File: src/rtl/mem_access_unit_pkg.sv
// Shared encodings and helpers for the MEM-stage load/store unit.
// DMType values mirror the processor-wide dm_* access-type defines.
package mem_access_unit_pkg;

    localparam logic [2:0] DM_WORD              = 3'b000;
    localparam logic [2:0] DM_HALFWORD          = 3'b001;
    localparam logic [2:0] DM_HALFWORD_UNSIGNED = 3'b010;
    localparam logic [2:0] DM_BYTE              = 3'b011;
    localparam logic [2:0] DM_BYTE_UNSIGNED     = 3'b100;

    typedef enum logic {
        ST_IDLE  = 1'b0,
        ST_WRITE = 1'b1
    } mau_state_e;

    // Replace one byte or halfword lane of old_w with the low bits of wd.
    function automatic logic [31:0] merge_lane(input logic [31:0] old_w,
                                               input logic [31:0] wd,
                                               input logic [1:0]  lane,
                                               input logic        half);
        logic [31:0] field;
        logic [31:0] mask;
        logic [31:0] ins;
        field = half ? 32'h0000_FFFF : 32'h0000_00FF;
        mask  = field << {lane, 3'b000};
        ins   = (wd & field) << {lane, 3'b000};
        return (old_w & ~mask) | ins;
    endfunction

endpackage

File: src/rtl/mem_access_unit_load_ext.sv
// Lane select plus sign/zero extension of a memory word for loads.
module load_ext
    import mem_access_unit_pkg::*;
(
    input  logic [31:0] word,
    input  logic [1:0]  lane,
    input  logic [2:0]  dm_type,
    output logic [31:0] ext
);

    logic [31:0] shifted;

    assign shifted = word >> {lane, 3'b000};

    always_comb begin
        case (dm_type)
            DM_HALFWORD:          ext = {{16{shifted[15]}}, shifted[15:0]};
            DM_HALFWORD_UNSIGNED: ext = {16'h0000, shifted[15:0]};
            DM_BYTE:              ext = {{24{shifted[7]}}, shifted[7:0]};
            DM_BYTE_UNSIGNED:     ext = {24'h00_0000, shifted[7:0]};
            default:              ext = word;
        endcase
    end

endmodule

File: src/rtl/mem_access_unit.sv
// MEM-stage load/store unit: sub-word stores become a stalled read-modify-write,
// and a one-entry pending register forwards dm's late-committing write to reads.
module mem_access_unit
    import mem_access_unit_pkg::*;
#(
    parameter int AW = 7
) (
    input  logic        clk,
    input  logic        rstn,
    input  logic        mem_en,
    input  logic        MemRead,
    input  logic        MemWrite,
    input  logic [2:0]  DMType,
    input  logic [31:0] addr,
    input  logic [31:0] wdata,
    output logic [31:0] rdata,
    output logic        stall,
    output logic        misalign,
    output logic        DMWr,
    output logic        DMRe,
    output logic [31:0] dm_addr,
    output logic [31:0] dm_din,
    input  logic [31:0] dm_dout
);

    mau_state_e     state, state_nxt;
    logic           pend_v;
    logic [AW-1:0]  pend_wa;
    logic [31:0]    pend_data;
    logic [31:0]    merged, merged_nxt;
    logic [29:0]    wr_addr;
    logic           capture;

    logic           is_half, is_byte, is_word, mis;
    logic           req_wr, req_rd;
    logic [31:0]    word_addr, fwd_word, ld_ext;

    assign is_half   = (DMType == DM_HALFWORD) || (DMType == DM_HALFWORD_UNSIGNED);
    assign is_byte   = (DMType == DM_BYTE) || (DMType == DM_BYTE_UNSIGNED);
    assign is_word   = !is_half && !is_byte;
    assign mis       = (is_half && addr[0]) || (is_word && (addr[1:0] != 2'b00));
    assign req_wr    = mem_en && MemWrite;
    assign req_rd    = mem_en && MemRead && !MemWrite;
    assign word_addr = {addr[31:2], 2'b00};

    // dm still shows the old word for one cycle after DMWr; the pending entry covers that gap.
    assign fwd_word = (pend_v && (pend_wa == addr[AW+1:2])) ? pend_data : dm_dout;

    load_ext u_load_ext (
        .word    (fwd_word),
        .lane    (addr[1:0]),
        .dm_type (DMType),
        .ext     (ld_ext)
    );

    always_comb begin
        state_nxt  = state;
        merged_nxt = merged;
        capture    = 1'b0;
        stall      = 1'b0;
        misalign   = 1'b0;
        DMWr       = 1'b0;
        DMRe       = 1'b0;
        rdata      = '0;
        dm_addr    = '0;
        dm_din     = '0;
        if (rstn) begin
            case (state)
                ST_IDLE: begin
                    if (req_wr || req_rd) begin
                        if (mis) begin
                            misalign = 1'b1;
                        end else if (req_wr && is_word) begin
                            DMWr    = 1'b1;
                            dm_addr = word_addr;
                            dm_din  = wdata;
                        end else if (req_wr) begin
                            DMRe       = 1'b1;
                            stall      = 1'b1;
                            dm_addr    = word_addr;
                            capture    = 1'b1;
                            merged_nxt = merge_lane(fwd_word, wdata, addr[1:0], is_half);
                            state_nxt  = ST_WRITE;
                        end else begin
                            DMRe    = 1'b1;
                            dm_addr = word_addr;
                            rdata   = ld_ext;
                        end
                    end
                end
                ST_WRITE: begin
                    DMWr      = 1'b1;
                    dm_addr   = {wr_addr, 2'b00};
                    dm_din    = merged;
                    state_nxt = ST_IDLE;
                end
                default: state_nxt = ST_IDLE;
            endcase
        end
    end

    // Control state: FSM, pending-valid and merge register
    always_ff @(posedge clk or negedge rstn) begin
        if (!rstn) begin
            state  <= ST_IDLE;
            pend_v <= 1'b0;
            merged <= '0;
        end else begin
            state  <= state_nxt;
            pend_v <= DMWr;
            merged <= merged_nxt;
        end
    end

    // Data captured alongside the control state, qualified by pend_v / state
    always_ff @(posedge clk) begin
        if (DMWr) begin
            pend_wa   <= dm_addr[AW+1:2];
            pend_data <= dm_din;
        end
        if (capture) begin
            wr_addr <= addr[31:2];
        end
    end

endmodule

File: config.mk
export PLATFORM = sky130hd
export DESIGN_NAME = mem_access_unit
export DESIGN_NICKNAME = d
export VERILOG_FILES = /design/src/rtl/mem_access_unit_pkg.sv /design/src/rtl/mem_access_unit_load_ext.sv /design/src/rtl/mem_access_unit.sv
export SDC_FILE = /design/constraint.sdc
export NUM_CORES = 1
export LEC_CHECK = 0
export CAP_MARGIN = 20
export CORE_ASPECT_RATIO = 1.5
export CORE_MARGIN = 3
export CORE_UTILIZATION = 46
export DETAILED_ROUTE_END_ITERATION = 7
export DONT_BUFFER_PORTS = 1
export PLACE_DENSITY = 0.66
export SLEW_MARGIN = 25
export SYNTH_ARGS = -nofsm -noshare
export SYNTH_HDL_FRONTEND = slang
export SYNTH_SLANG_ARGS = --single-unit
File: constraint.sdc
create_clock -name clk -period 3.9 [get_ports clk]
set_input_delay 0.78 -clock clk [delete_from_list [all_inputs] [get_ports clk]]
set_output_delay 0.78 -clock clk [all_outputs]
set_load 0.005 [all_outputs]
# After elaboration in Yosys (flattened, before gate mapping)
# Index checks and enable logic that the tools add are counted.
[classes]
eq_ne = 5
muxes = 39
bitwise_logic = 7
n_shift = 3
reduce_logical = 17
[ops]
columns = ["operator", "count"]
rows = [
  ["$mux 32", 14],
  ["$pmux 32 s2", 2],
  ["$pmux 32 s4", 1],
  ["$and 32x16->32", 1],
  ["$and 32x32->32", 1],
  ["$not 32->32", 1],
  ["$or 32x32->32", 1],
  ["$shl 16x5->32", 1],
  ["$shl 32x5->32", 1],
  ["$shr 32x5->16", 1],
  ["$mux 1", 19],
  ["$mux 16", 1],
  ["$logic_and 1x1->1", 8],
  ["$eq 7x7->1", 1],
  ["$eq 3x2->1 const B", 2],
  ["$reduce_and 6->1", 1],
  ["$logic_or 1x1->1", 4],
  ["$pmux 1 s2", 2],
  ["$eq 3x1->1 const B", 1],
  ["$eq 3x3->1 const B", 1],
  ["$logic_not 1->1", 3],
  ["$not 1->1", 3],
  ["$reduce_bool 2->1", 1],
]
[word_totals]
out_inout_bits = 100
word_cells = 77
register_bits = 103
in_bits = 104

# Longest topological paths before layout
# Gate-level depths: netlist of run 1.
[depth]
ltp_word = 11
depth_mapped = 8
mapped_depth_nobuf = 6

# Hierarchy
# Synthesis of run 1 repeated with hierarchy kept, for this count alone.
[hier_totals]
hier_cells = 641
area_unflattened_um2 = 6577.6
[modules_own_cells]
columns = ["module", "seq_area_each_um2", "area_per_inst_um2", "cells_per_inst", "n_inst"]
rows = [
  ["mem_access_unit", 2922.8, 5661.7, 516, 1],
  ["load_ext", 0.0, 915.9, 125, 1],
]

# Least setup slack after synthesis of run 1
# OpenSTA, ideal clock, no wires.
[synth_path]
path_type = "input -> output"
start = "in addr[0]"
end = "out DMWr"
path_stages = 4
setup_slack_ns = 0.657
t_arrival_ns = 2.463
t_required_ns = 3.120
n_path_buf = 1
path_cell_list = "or2_2 clkbuf_1 nor3_1 o21a_1"
[synth_between]
elab_chain_cells = 7
elab_cells_between_ends = 8
cone_classes = "mux: 4; reduce/logical: 4"
[synth_lines]
columns = ["element", "line_no", "rtl"]
rows = [
  ["start: declaration", "mem_access_unit.sv:14", "input logic [31:0] addr,"],
  ["$reduce_bool 2->1", "mem_access_unit.sv:41", "assign mis = (is_half && addr[0]) || (is_word && (addr[1:0] != 2'b00));"],
  ["$logic_and 1x1->1", "mem_access_unit.sv:41", ""],
  ["$logic_or 1x1->1 *", "mem_access_unit.sv:41", ""],
  ["$mux 1 *", "mem_access_unit.sv:71", "if (mis) begin"],
  ["$mux 1 *", "mem_access_unit.sv:70", "if (req_wr || req_rd) begin"],
  ["$pmux 1 s2 *", "mem_access_unit.sv:68", "case (state)"],
  ["$mux 1 *", "mem_access_unit.sv:67", "if (rstn) begin"],
  ["end: declaration", "mem_access_unit.sv:19", "output logic DMWr,"],
]
# Mark *: on every way between the ends. The rest lies on a longest branch, timed or not.

# Worst setup path after layout of run 1
[layout_path]
start = "in addr[4]"
end = "out rdata[29]"
[layout_between]
elab_chain_cells = 11
[layout_lines]
columns = ["element", "line_no", "rtl"]
rows = [
  ["$eq 7x7->1 *", "mem_access_unit.sv:47", "assign fwd_word = (pend_v && (pend_wa == addr[AW+1:2])) ? pend_data : dm_dout;"],
  ["$logic_and 1x1->1 *", "mem_access_unit.sv:47", ""],
  ["$mux 32 *", "mem_access_unit.sv:47", ""],
  ["$shr 32x5->16", "mem_access_unit_load_ext.sv:13", "assign shifted = word >> {lane, 3'b000};"],
  ["$pmux 32 s4 *", "mem_access_unit_load_ext.sv:16", "case (dm_type)"],
  ["$mux 32 *", "mem_access_unit.sv:77", "end else if (req_wr) begin"],
  ["$mux 32 *", "mem_access_unit.sv:73", "end else if (req_wr && is_word) begin"],
  ["$mux 32 *", "mem_access_unit.sv:71", ""],
  ["$mux 32 *", "mem_access_unit.sv:70", ""],
  ["$mux 32 *", "mem_access_unit.sv:68", ""],
  ["$mux 32 *", "mem_access_unit.sv:67", ""],
  ["end: declaration", "mem_access_unit.sv:16", "output logic [31:0] rdata,"],
]
# Marked as above.

==> results of run 1 <==
[per-layer routing]
layer | up-vias | GRT usage (%)
li1 | 1976 | -
met1 | 2219 | 28.7
met2 | 262 | 42.9
met3 | 55 | 7.46
met4 | 0 | 13.7
met5 | - | 0
[state kept, by name, summed over array words and instances (netlist names)]
signal / cells
merged: 32
pend_data: 32
wr_addr: 30
pend_wa: 7
pend_v: 1
state: 1
[cell usage in the layout, fill, tap and decap left out, types with 2 or more instances in the layout]
| master | synthesis | routed |
|---|---|---|
| mux2_2 | 16 | 16 |
| a22oi_1 | 8 | 8 |
| conb_1 | 1 | 2 |
| clkbuf_1 | 27 | 2 |
| a21oi_1 | 14 | 14 |
| nand2_1 | 25 | 25 |
| o22a_1 | 2 | 2 |
| xnor2_1 | 11 | 10 |
| nor2_2 | 1 | 2 |
| nor2b_1 | 5 | 5 |
| buf_4 | 5 | 26 |
| clkbuf_16 | 0 | 10 |
| a221oi_2 | 6 | 6 |
| mux4_2 | 5 | 5 |
| a211oi_1 | 13 | 13 |
| buf_12 | 0 | 2 |
| inv_1 | 3 | 3 |
| o31a_1 | 13 | 13 |
| nand4_1 | 4 | 4 |
| edfxtp_1 | 69 | 69 |
| mux4_1 | 3 | 3 |
| a221oi_1 | 12 | 12 |
| nor3_1 | 3 | 3 |
| o21ai_0 | 24 | 24 |
| mux2i_1 | 45 | 45 |
| a21o_1 | 9 | 9 |
| dfrtp_1 | 34 | 34 |
| nor2_1 | 28 | 27 |
| and2_1 | 10 | 9 |
| o21a_1 | 8 | 7 |
| a22o_1 | 65 | 65 |
[power by group]
group | switching (mW) | internal (mW) | total, mW
clock network | 0.399 | 0.540 | 0.939
logic | 0.165 | 0.123 | 0.288
registers | 0.0483 | 1.24 | 1.29
total | 0.613 | 1.91 | 2.52
[through the flow]
| step | total power [mW] | std cells | hold WS, ns |
|---|---|---|---|
| 3_5_place_dp | 1.60 | 641 | 0.471 |
| 5_1_grt | 2.61 | 657 | 0.112 |
| 3_3_place_gp | 1.59 | 641 | 0.460 |
| 2_1_floorplan | 1.52 | 501 | 0.450 |
| 4_1_cts | 2.54 | 657 | 0.111 |
| 6_report | 2.52 | 657 | 0.120 |
[cells in the mapped netlist (all sizes together) (15+ instances only)]
master | count | area (um2)
mux2 | 16 | 180
nor2 | 30 | 123
a22o | 65 | 569
buf | 17 | 119
clkbuf | 27 | 101
edfxtp | 69 | 2070
mux2i | 45 | 450
dfrtp | 34 | 851
a21oi | 15 | 78.8
a221oi | 18 | 195
o21ai | 24 | 120
nand2 | 25 | 93.8
[logic make-up (layout without fill, tap and decap cells)]
family                 after synthesis  in the layout  share of synthesized area, %
AND/OR/NAND/NOR                     85             85                          6.91
AO/OA/AOI/OAI                      182            182                          24.3
XOR/XNOR                            11             11                          1.62
other                                1              2                        0.0632
multiplexers                        69             69                          13.8
flip-flops                         103            103                          49.2
buffers and inverters               49             49                          4.03
[worst register-to-register path: cells and delay by family, from the launching register on]
family	cells	cell delay [ns]
flops	1	0.39
buf+inv	1	0.29
mux	1	0.55
simple gates	2	0.36
xor+xnor	1	0.15
compound gates	2	0.35
[worst min path at each step]
stage               depth (start not counted)    endpoint  startpoint  slack, ns
floorplan                                   1   merged[0]   merged[0]       0.45
global placement                            1   merged[7]   merged[7]       0.46
detailed placement                          1   merged[7]   merged[7]       0.47
CTS                                         0   merged[1]        rstn       0.11
global route                                0  merged[11]        rstn       0.11
finish                                      0  merged[27]        rstn       0.12
[layout make-up]
cell class	instances	area [um2]
inverters	5	18.8
repair buffers	28	235
clock buffers	12	258
flip-flops and latches	103	2920
multi-input cells	349	2790
fillers	1086	6100
clock inverters	4	52.6
well taps	156	195
==> results.txt, run 1 <==
synthesized area - 0.00594 mm2
Area Growth Syn to Fin - 9.04%
CTS tree - done
Via density - 6.87
CP endpoint kind - output pin
clock root cell - clkbuf_16
Crit-path slowest cell - a22o_1
Reg-to-Reg End - merged[18]
Max FO, Critical Path - 43
final period utilization - 89.9%
number of detailed-route iterations in the first pass - 5
post-CTS setup buffers - 0
CP peak stage delay - 0.41 ns
# IOs - 204
Antenna diodes - 0
Setup Skew - 0.00722 ns
Buf/Inv on CP - 2
crit path DAT - 2.73 ns
setup TNS - 0 ns
GRT Total Usage - 25.5%
setup violators final - 0
peak supply drop - 229 uV
routed length on met1 - 6370 um
Die Area - 0.0143 mm2
CTS Buf Count - 9
Initial Utilization - 47.2%
Final Hold Violating Endpoints - 0
TritonCTS Sinks - 103
routed length on met3 - 1840 um
Hold-fix buffers, CTS - 0
reg2reg setup slack - 1.67 ns
Post-DRT Antenna Nets - 0
CP top delay family - buffers and inverters
Remaining DRCs - 0
crit path to - rdata[29]
Util after Layout - 51.5%
Slew Limit Fails - 0
htree depth - 3
Die Width - 98.8 um
Yosys warning total - 0
r2r worst-path depth - 7
async set or reset register ratio after synthesis - 33.0%
worst-margin pin slew - 0.824 ns
Max-slew headroom - 44.9%
worst r2r src - pend_wa[2]
Gate Count Post-Synth - 500
sequential element share of the synthesized area - 49.2%
vias in the first global route - 4,681
fin area - 0.00647 mm2
starting DRC count in detailed routing - 257
status - finished clean
power per cell area - 389 mW/mm2
global-route wire length before repair - 28,000 um
initial antenna violation count - 0
CP cell instances - xnor2_1 -> nand4_1 -> nor2_4 -> buf_12 -> mux2i_1 -> a22o_1 -> buf_4 -> a221oi_2
core area - 0.0126 mm2
final worst slack - 0.394 ns
Vias - 4,512
RSZ-0062 raised after global routing - no
Most used DFF post-synth - edfxtp_1
Post-synth EDFFs - 69
DR top layer - met4
Setup crit start - addr[4]
port buffer count - 0
wire per inst - 28.4 um
fmax - 0.285 GHz
DP HPWL - 14,100 um
static leakage - 2.38 nW
gr ovfl total - 0
min-delay worst type - input pin to async pin
pre-CTS WS - 0.390 ns
NumNets Final - 600
Synth Area per Inst - 11.9 um2
fraction of layout cells with a size suffix above 1 - 16.0%
largest net degree at the start of global routing - 52
clock buffer depth - 2
Yosys reg bits - 103
# rows - 50
Max-Cap Viols - 0
clock latency at the later pin of the worst-skew pair - 0.35 ns
dpl cell area - 0.00616 mm2
Critical Path RT - 3.12 ns
count of different cell masters after synthesis - 52
Die H - 145 um
Critical Path Source Type - input pin
clock transition at the registers of the reported paths - 0.07 ns
Setup CP Type - input pin to output pin
Routability Congestion - 0.964
met2 WL - 9420 um
Period minus WS final - 3.51 ns
post_cts resized - 0
wirelength, routed - 18,600 um
stages on the worst setup path - 8
(Power assumes the default switching activity.)
==> run 2, diff against run 1 <==
Clock period 3.9 ns to 4.4 ns, I/O delays scaled along.
==> run 2 against run 1 <==
Flip-flop and latch count unchanged. Register-to-register slack improved by 0.07 ns. Critical path depth decreased by 2. Setup slack improved by 0.012 ns. Cell area decreased by 0.75%. Final cell count decreased by 0.91%. Combinational power decreased by 13%. Die area unchanged. Critical path type unchanged. Largest cell class unchanged. Largest power group unchanged. Highest routed layer unchanged.
==> results.txt, run 2 (synthesized netlist as in run 1, its figures left out) <==
DR top layer - met4
static leakage - 2.35 nW (-1.2%)
Vias - 4,453 (-1.3%)
NumNets Final - 594 (-1.0%)
CP peak stage delay - 0.58 ns (+0.17 ns)
htree depth - 3 (unchanged)
RSZ-0062 raised after global routing - no
CP endpoint kind - output pin
TritonCTS Sinks - 103 (unchanged)
Buf/Inv on CP - 1 (-1)
Hold-fix buffers, CTS - 0 (unchanged)
clock root cell - clkbuf_16
initial antenna violation count - 0 (unchanged)
Period minus WS final - 3.99 ns
commonest non-fill, non-tap cell in the layout - edfxtp_1
largest net degree at the start of global routing - 52 (unchanged)
CTS Buf Count - 9 (unchanged)
worst-margin pin slew - 0.965 ns (+0.141 ns)
Final Hold Violating Endpoints - 0 (unchanged)
wire per inst - 28.4 um (about the same)
peak supply drop - 295 uV (+29%)
CP cell instances - or2_2 -> a21boi_0 -> a21o_1 -> or2_1 -> a221oi_1 -> buf_4
Slew Limit Fails - 0 (unchanged)
Post-DRT Antenna Nets - 0 (unchanged)
CTS tree - done
post-CTS setup buffers - 0 (unchanged)
Max-slew headroom - 35.4% (-9.5 points)
met2 WL - 9370 um (-0.51%)
port buffer count - 0 (unchanged)
Crit-path slowest cell - or2_1
routed length on met1 - 6710 um (+5.3%)
post_cts resized - 0 (unchanged)
# rows - 50 (unchanged)
status - finished clean
Max FO, Critical Path - 20 (-53%)
Initial Utilization - 47.2% (unchanged)
power per cell area - 344 mW/mm2 (-12%)
most frequent cells in the layout - edfxtp_1, a22o_1, mux2i_1
Antenna diodes - 0 (unchanged)
r2r worst-path depth - 8 (+1)
Die H - 145 um (unchanged)
registers with the highest flip-flop counts - merged: 32 flops, pend_data: 32 flops, wr_addr: 30 flops
number of detailed-route iterations in the first pass - 4 (-1)
clock buffer depth - 2 (unchanged)
routed length on met3 - 1610 um (-12%)
Critical Path RT - 3.52 ns (+0.40 ns)
worst r2r src - state
Reg-to-Reg End - merged[27]
CP top delay family - compound AO/OA/AOI/OAI gates
clock latency at the later pin of the worst-skew pair - 0.35 ns (about the same)
Remaining DRCs - 0 (unchanged)
setup TNS - 0 ns (unchanged)
Setup Skew - 0.0117 ns (+0.00451 ns)
gr ovfl total - 0 (unchanged)
setup violators final - 0 (unchanged)
Setup CP Type - input pin to output pin
final period utilization - 90.8%
Via density - 6.84 (-0.40%)
Routability Congestion - 0.906 (-6.1%)
reg2reg setup slack - 1.74 ns (+0.07 ns)
wirelength, routed - 18,500 um (-0.91%)
DP HPWL - 14,100 um (+0.30%)
Critical Path Source Type - input pin
crit path DAT - 3.11 ns (+0.38 ns)
global-route wire length before repair - 27,800 um (-0.79%)
# IOs - 204 (unchanged)
Die Width - 98.8 um (unchanged)
clock transition at the registers of the reported paths - 0.08 ns (about the same)
Fill cells - 1,113 (+2.5%)
Tot Pwr - 2.21 mW (-12%)
Area Growth Syn to Fin - 8.22%
fraction of layout cells with a size suffix above 1 - 15.2% (-0.82 points)
core area - 0.0126 mm2 (unchanged)
GRT Total Usage - 25.2% (-0.29 points)
vias in the first global route - 4,574 (-2.3%)
Die Area - 0.0143 mm2 (unchanged)
min-delay worst type - input pin to async pin
starting DRC count in detailed routing - 252 (-1.9%)
Max-Cap Viols - 0 (unchanged)
fmax - 0.250 GHz
-- run 2: metrics by stage --
step                utilization (%)  setup slack (ns)  area [um2]  hold slack (ns)  std cells
detailed placement             48.5             0.425        6100            0.470        635
floorplan                         -             0.957        5940            0.450        501
global placement               48.5             0.476        6100            0.461        635
CTS                            51.0             0.420        6410            0.206        651
finish                         51.1             0.406        6420            0.218        651
global route                   51.1             0.228        6420            0.197        651
-- run 2: how the worst max path moves through the flow --
| stage | from | end | slack, ns | depth (start not counted) |
|---|---|---|---|---|
| 4_1_cts | addr[0] | rdata[16] | 0.42 | 6 |
| 5_1_grt | addr[1] | rdata[24] | 0.23 | 6 |
| 3_3_place_gp | addr[0] | rdata[17] | 0.48 | 6 |
| 3_5_place_dp | addr[0] | rdata[16] | 0.42 | 6 |
| 6_report | addr[1] | rdata[16] | 0.41 | 6 |
| 2_1_floorplan | addr[0] | DMWr | 0.96 | 4 |
-- run 2: routing by layer --
metal | track usage [%] | vias to the layer above
met3 | 7.74 | 44
met2 | 42.8 | 227
met1 | 28.8 | 2228
met5 | 0 | -
li1 | - | 1954
met4 | 11.3 | 0
-- run 2: area by class of cell --
class | count | area (um2) | share of cell area, %
clock buffer | 11 | 264 | 4.11
clock inverter | 5 | 46.3 | 0.721
inverter | 5 | 18.8 | 0.292
multi-input combinational | 349 | 2800 | 43.6
sequential | 103 | 2920 | 45.5
tap | 156 | 195 | 3.04
timing repair buffer | 22 | 178 | 2.77
-- run 2: where the power goes --
group          total (mW)  leakage, nW  internal (mW)  switching, mW
clock               0.813        0.154          0.444          0.369
combinational       0.251         1.10          0.105          0.146
sequential           1.15         1.10           1.10         0.0427
